## src/rtl/fetch_unit_if.sv

```systemverilog
// Bundles the fetch unit's memory-read port, decode handshake and enable.
// The master modport is the fetch unit; slave is the memory/decode side.
interface fetch_unit_if;
  logic        enable;
  logic [18:0] MMemory_addr;
  logic        MMemory_rd;
  logic [31:0] MMemory_data;
  logic        MMemory_ready;
  logic [31:0] instr;
  logic [18:0] PC;
  logic        run;
  logic        ok;
  logic        redirect;
  logic [18:0] redirect_PC;
  logic [31:0] icount;

  modport master (
    input  enable, MMemory_data, MMemory_ready, ok, redirect, redirect_PC,
    output MMemory_addr, MMemory_rd, instr, PC, run, icount
  );

  modport slave (
    output enable, MMemory_data, MMemory_ready, ok, redirect, redirect_PC,
    input  MMemory_addr, MMemory_rd, instr, PC, run, icount
  );
endinterface

```

## src/rtl/fetch_unit.sv

```systemverilog
// Instruction fetch unit: reads one word from main memory, hands it to
// decode, then advances (or redirects) the PC once decode reports done.
module fetch_unit #(
  parameter logic [18:0] RESET_PC = 19'h00000
) (
  input  logic         clk,
  input  logic         rst_n,
  fetch_unit_if.master bus
);

  typedef enum logic [1:0] {
    IDLE    = 2'd0,
    MEM_REQ = 2'd1,
    ISSUE   = 2'd2
  } state_t;

  state_t      state_reg, state_next;
  logic [18:0] pc_reg, pc_next;
  logic [31:0] instr_reg, instr_next;
  logic [31:0] icount_reg, icount_next;

  always_ff @(posedge clk or negedge rst_n) begin
    if (!rst_n) begin
      state_reg  <= IDLE;
      pc_reg     <= RESET_PC;
      instr_reg  <= 32'h0;
      icount_reg <= 32'h0;
    end else begin
      state_reg  <= state_next;
      pc_reg     <= pc_next;
      instr_reg  <= instr_next;
      icount_reg <= icount_next;
    end
  end

  // ok/redirect/ready only matter in the state that consumes them, so
  // stray pulses elsewhere fall through to the hold defaults.
  always_comb begin
    state_next  = state_reg;
    pc_next     = pc_reg;
    instr_next  = instr_reg;
    icount_next = icount_reg;
    case (state_reg)
      IDLE: begin
        if (bus.enable) state_next = MEM_REQ;
      end
      MEM_REQ: begin
        if (bus.MMemory_ready) begin
          instr_next = bus.MMemory_data;
          state_next = ISSUE;
        end
      end
      ISSUE: begin
        if (bus.ok) begin
          pc_next     = bus.redirect ? bus.redirect_PC : pc_reg + 19'd1;
          icount_next = icount_reg + 32'd1;
          state_next  = bus.enable ? MEM_REQ : IDLE;
        end
      end
      default: state_next = IDLE;
    endcase
  end

  // The fetch address and the presented PC are the same register: it only
  // changes on the ISSUE->next transition, so it is stable throughout MEM_REQ.
  assign bus.MMemory_addr = pc_reg;
  assign bus.MMemory_rd   = (state_reg == MEM_REQ);
  assign bus.run          = (state_reg == ISSUE);
  assign bus.PC           = pc_reg;
  assign bus.instr        = instr_reg;
  assign bus.icount       = icount_reg;

endmodule

```

## src/flat_wrapper.sv

```systemverilog
// flat-port wrapper written by rule: the top's interface ports become plain ports
module fetch_unit_flat 
#(
  parameter logic [18:0] RESET_PC = 19'h00000
)
  (clk, rst_n, bus_enable, bus_MMemory_data, bus_MMemory_ready, bus_ok, bus_redirect, bus_redirect_PC, bus_MMemory_addr, bus_MMemory_rd, bus_instr, bus_PC, bus_run, bus_icount);
  fetch_unit_if bus_i ();
  input  logic clk;
  input  logic rst_n;
  input wire logic [$bits(bus_i.enable)-1:0] bus_enable;
  input wire logic [$bits(bus_i.MMemory_data)-1:0] bus_MMemory_data;
  input wire logic [$bits(bus_i.MMemory_ready)-1:0] bus_MMemory_ready;
  input wire logic [$bits(bus_i.ok)-1:0] bus_ok;
  input wire logic [$bits(bus_i.redirect)-1:0] bus_redirect;
  input wire logic [$bits(bus_i.redirect_PC)-1:0] bus_redirect_PC;
  output wire logic [$bits(bus_i.MMemory_addr)-1:0] bus_MMemory_addr;
  output wire logic [$bits(bus_i.MMemory_rd)-1:0] bus_MMemory_rd;
  output wire logic [$bits(bus_i.instr)-1:0] bus_instr;
  output wire logic [$bits(bus_i.PC)-1:0] bus_PC;
  output wire logic [$bits(bus_i.run)-1:0] bus_run;
  output wire logic [$bits(bus_i.icount)-1:0] bus_icount;
  assign bus_i.enable = bus_enable;
  assign bus_i.MMemory_data = bus_MMemory_data;
  assign bus_i.MMemory_ready = bus_MMemory_ready;
  assign bus_i.ok = bus_ok;
  assign bus_i.redirect = bus_redirect;
  assign bus_i.redirect_PC = bus_redirect_PC;
  assign bus_MMemory_addr = bus_i.MMemory_addr;
  assign bus_MMemory_rd = bus_i.MMemory_rd;
  assign bus_instr = bus_i.instr;
  assign bus_PC = bus_i.PC;
  assign bus_run = bus_i.run;
  assign bus_icount = bus_i.icount;
  fetch_unit #(.RESET_PC(RESET_PC)) u_core (.clk(clk), .rst_n(rst_n), .bus(bus_i));
endmodule
```

## config.mk

```make
export PLATFORM = sky130hd
export DESIGN_NAME = fetch_unit_flat
export DESIGN_NICKNAME = d
export VERILOG_FILES = /design/src/rtl/fetch_unit_if.sv /design/src/rtl/fetch_unit.sv /design/src/flat_wrapper.sv
export SDC_FILE = /design/constraint.sdc
export NUM_CORES = 1
export LEC_CHECK = 0
export CORE_UTILIZATION = 48
export CTS_CLUSTER_DIAMETER = 50
export DETAILED_ROUTE_END_ITERATION = 10
export HOLD_SLACK_MARGIN = 0.08
export PLACE_DENSITY = 0.87
export SETUP_SLACK_MARGIN = 0.15
export SYNTH_ARGS = -nofsm -noshare
export SYNTH_HDL_FRONTEND = slang
export SYNTH_SLANG_ARGS = --single-unit
export TNS_END_PERCENT = 20
```

## constraint.sdc

```tcl
create_clock -name clk -period 2.35 [get_ports clk]
set_input_delay 0.47 -clock clk [delete_from_list [all_inputs] [get_ports clk]]
set_output_delay 0.47 -clock clk [all_outputs]
set_load 0.01 [all_outputs]
```

==> metrics.log <==
INFO  metric cpMaxStageDelayCell = sky130_fd_sc_hd__clkdlybuf4s50_1
INFO  metric timing.max_cap.violations = 0
INFO  metric final_hold_viol_count = 0
INFO  metric aggregate_global_route_resource_usage = 22.7%
INFO  metric syn-mean-instance-area = 11.4 um^2
INFO  metric async_reset_ff_share = 100%
INFO  metric cts.reportedPaths.clkPinSlew = 90 ps
INFO  metric synth_warnings = 0
INFO  metric postCtsSetupBuffers = 0
INFO  metric cell_pwr_density = 995 nW/um^2
INFO  metric syn-num-nets = 427
INFO  metric crit_type = reg -> out
INFO  metric cp.buffers_inverters = 1
INFO  metric post_drt_wl_per_cell = 16.1 um
INFO  metric data_arrival_at_the_endpoint_of_the_critical_path = 1590 ps
INFO  metric place.gp.congestion = 0.795
INFO  metric design.portCount = 161
INFO  metric initial_utilization = 50.2%
INFO  metric synth_ff_type = sky130_fd_sc_hd__dfrtp_1
INFO  metric netlist_area = 4180 um^2
INFO  metric holdCritPathClass = reg -> reg
INFO  metric clock_tree.buffer_depth = 2
INFO  metric yosys_register_bits = 85
INFO  metric cts.sinks = 85
INFO  metric netlist.area_leader.share = 50.8%
INFO  metric netlist_top_cells_area = sky130_fd_sc_hd__dfrtp_1 (51%), sky130_fd_sc_hd__mux2_2 (8.6%), sky130_fd_sc_hd__xnor2_1 (5.2%)
INFO  metric total_leakage_power = 2.52 nW
INFO  metric synth.yosys.seq_area_share = 50.8%
INFO  metric root_buffer = sky130_fd_sc_hd__clkbuf_8
INFO  metric pin_count_of_the_biggest_net_entering_global_routing = 53
INFO  metric status = completed
INFO  metric global_route.overflow_total = 0
INFO  metric area_growth = 43.0%
INFO  metric cell_by_cell_listing_of_the_critical_path = and2b_1 -> clkdlybuf4s50_1
INFO  metric portBuffers = 160
INFO  metric core = 8340 um^2
INFO  metric drtAntennaViolNets = 0
INFO  metric crit_required = 1880 ps
INFO  metric fraction_of_layout_cells_with_a_size_suffix_above_1 = 13.7%
INFO  metric post_drt_via_cell_ratio = 5.46
INFO  metric timing.final.max_slew_violations = 0
INFO  metric grt_first_pass_wirelength = 16100 um
INFO  metric drc_errors = 0
INFO  metric hold_ws = 479 ps
INFO  metric detailed_place_hpwl = 7390 um
INFO  metric dieWidth = 95.4 um
INFO  metric fin_setup_tns = 0 ps
INFO  metric grt_pass1_vias = 3312
INFO  metric worst_clock_skew = 6.60 ps
INFO  metric layout_net_count = 571
INFO  metric timing.critical_path.fanout_max = 4
INFO  metric fp.dieH = 95.4 um
INFO  metric critPathTopFamily = buffers and inverters
INFO  metric row_count = 33
INFO  metric die_area = 9090 um^2
INFO  metric synth_area_leader_cell = sky130_fd_sc_hd__dfrtp_1
INFO  metric tritoncts = done
INFO  metric critical_path.max_stage_delay = 560 ps
INFO  metric worst_slew_pin_slew = 498 ps
INFO  metric worst_skew_pair.late_latency = 340 ps
INFO  metric synth_edf_count = 0
INFO  metric vdd_drop_max = 0.000648 V
INFO  metric timing.critical_path.to_type = output pin
INFO  metric antenna_cells = 0
INFO  metric rsz0062_at_grt = no
INFO  metric crit_path_start_kind = register
INFO  metric timing.fmax = 485 MHz
INFO  metric synthCells = 368
INFO  metric synthDistinctLibCells = 50
INFO  metric max-slew-margin-rel = 66.5%
INFO  metric num_vias = 3396
INFO  metric timing.final.crit_period = 2060 ps
INFO  metric firstDrtPassIters = 4
INFO  metric h_tree_depth = 3
INFO  metric cts-buffers-inserted = 9
INFO  metric grt_antenna_before_repair = 0
INFO  metric report.final.setup_viol = 0
INFO  metric count_of_routing_violations_after_the_opening_detailed_route_iteration = 139
INFO  metric finalWirelength = 9990 um
INFO  metric final.period_utilization = 87.7%
-- logic make-up after synthesis --
kind of cell / after synthesis / share of synthesized area, %
AO/OA/AOI/OAI: 54 / 8.19
XOR/XNOR: 31 / 6.67
adder cells (fa/ha/maj): 2 / 0.598
buffers and inverters: 41 / 6.16
flip-flops: 85 / 50.8
multiplexers: 35 / 9.33
AND/OR/NAND/NOR: 120 / 18.2
-- layout by cell type (no fill, tap or decap), types with 2 or more instances in the layout --
cell                              netlist  routed
sky130_fd_sc_hd__xor2_1                 5       5
sky130_fd_sc_hd__clkbuf_8               0      10
sky130_fd_sc_hd__nand3b_1               2       2
sky130_fd_sc_hd__o21ai_0               15      15
sky130_fd_sc_hd__nand3_1               22      22
sky130_fd_sc_hd__mux2i_1                3       3
sky130_fd_sc_hd__clkinvlp_4             0       2
sky130_fd_sc_hd__nor4_4                 2       2
sky130_fd_sc_hd__nand2_1               17      17
sky130_fd_sc_hd__o21a_1                 2       2
sky130_fd_sc_hd__nand4_1               11      11
sky130_fd_sc_hd__xnor2_1               25      25
sky130_fd_sc_hd__o2bb2ai_1              2       2
sky130_fd_sc_hd__o22a_1                 4       4
sky130_fd_sc_hd__and4_1                 6       6
sky130_fd_sc_hd__nor3b_1                2       2
sky130_fd_sc_hd__a21oi_1               16      16
sky130_fd_sc_hd__clkinv_4               0       2
sky130_fd_sc_hd__nor2b_1                4       4
sky130_fd_sc_hd__nor3_1                 9       9
sky130_fd_sc_hd__ha_1                   2       2
sky130_fd_sc_hd__buf_12                 0       2
sky130_fd_sc_hd__nand3_2                2       2
sky130_fd_sc_hd__nor2_1                13      13
sky130_fd_sc_hd__a31oi_1                3       3
sky130_fd_sc_hd__clkdlybuf4s50_1        0     159
sky130_fd_sc_hd__a32oi_1                2       2
sky130_fd_sc_hd__buf_4                 23       8
sky130_fd_sc_hd__a211o_1                2       2
sky130_fd_sc_hd__inv_1                  4       4
sky130_fd_sc_hd__dfrtp_1               85      85
sky130_fd_sc_hd__nand4_2                3       3
sky130_fd_sc_hd__and3_1                13      13
sky130_fd_sc_hd__mux2_2                32      32
sky130_fd_sc_hd__nor4_1                 6       6
-- through the flow --
| step | power, W | cells | util (%) | instance area (um^2) | setup WS (ps) |
|---|---|---|---|---|---|
| after detailed placement | 0.00493 | 605 | 69.1 | 5760 | 186 |
| after global routing | 0.00629 | 622 | 71.7 | 5980 | 239 |
| after global placement | 0.00484 | 605 | 69.1 | 5760 | 224 |
| after floorplan | 0.00355 | 368 | - | 4180 | 813 |
| final | 0.00595 | 622 | 71.7 | 5980 | 290 |
| after CTS | 0.00601 | 622 | 71.7 | 5980 | 256 |
-- area by class of cell --
| cell class | count | area (um^2) |
|---|---|---|
| multi-input cells | 242 | 1800 |
| flip-flops and latches | 85 | 2130 |
| clock buffers | 10 | 138 |
| well taps | 105 | 131 |
| repair buffers | 170 | 1700 |
| fillers | 596 | 2360 |
| inverters | 4 | 15.0 |
| clock inverters | 6 | 71.3 |
-- routing by layer --
| layer | global-route usage [%] | vias up | part of all wire (%) |
|---|---|---|---|
| li1 | - | 1601 | - |
| met1 | 28.3 | 1647 | 40 |
| met2 | 38.3 | 129 | 52 |
| met3 | 5.26 | 19 | 5.8 |
| met4 | 8.46 | 0 | 2.2 |
| met5 | 0 | - | 0 |
-- power breakdown --
part / leakage (nW) / internal [W] / switching [W]
clock network: 0.0991 / 0.000528 / 0.000534
logic: 1.34 / 0.00153 / 0.000940
registers: 1.07 / 0.00192 / 0.000496
-- cells in the mapped netlist (2+ instances only) --
cell type,n
sky130_fd_sc_hd__nor4_4,2
sky130_fd_sc_hd__o2bb2ai_1,2
sky130_fd_sc_hd__xor2_1,5
sky130_fd_sc_hd__nor2_1,13
sky130_fd_sc_hd__nor3_1,9
sky130_fd_sc_hd__ha_1,2
sky130_fd_sc_hd__a211o_1,2
sky130_fd_sc_hd__nand4_2,3
sky130_fd_sc_hd__clkbuf_1,5
sky130_fd_sc_hd__o21a_1,2
sky130_fd_sc_hd__nand4_1,11
sky130_fd_sc_hd__a32oi_1,2
sky130_fd_sc_hd__o22a_1,4
sky130_fd_sc_hd__dfrtp_1,85
sky130_fd_sc_hd__mux2i_1,3
sky130_fd_sc_hd__nand3b_1,2
sky130_fd_sc_hd__nand3_1,22
sky130_fd_sc_hd__a21oi_1,16
sky130_fd_sc_hd__nand3_2,2
sky130_fd_sc_hd__o21ai_0,15
sky130_fd_sc_hd__nor4_1,6
sky130_fd_sc_hd__and3_1,13
sky130_fd_sc_hd__inv_1,4
sky130_fd_sc_hd__and4_1,6
sky130_fd_sc_hd__buf_2,8
sky130_fd_sc_hd__xnor2_1,25
sky130_fd_sc_hd__nand2_1,17
sky130_fd_sc_hd__nor2b_1,4
sky130_fd_sc_hd__nor3b_1,2
sky130_fd_sc_hd__buf_4,23
sky130_fd_sc_hd__a31oi_1,3
sky130_fd_sc_hd__mux2_2,32
-- repair_timing --
action,CTS,global route
hold buffers,1,0
endpoints found under the hold margin,28,0
resized for setup,0,0
-- worst paths after layout --
path,slack (ps),start,cells past startpoint,to
worst min-delay path,480,u_core.bus.icount[31],1,u_core.bus.icount[31]
worst max register to register,450,u_core.bus.MMemory_addr[0],5,u_core.bus.MMemory_addr[16]
worst max-delay path,290,u_core.state_reg[1],2,bus_MMemory_rd
min in group asynchronous,610,rst_n,2,u_core.bus.MMemory_addr[1]
worst min register to register,480,u_core.bus.icount[31],1,u_core.bus.icount[31]
max in group asynchronous,1120,rst_n,3,u_core.bus.icount[18]
No activity file was read; power rests on OpenSTA's default activity.
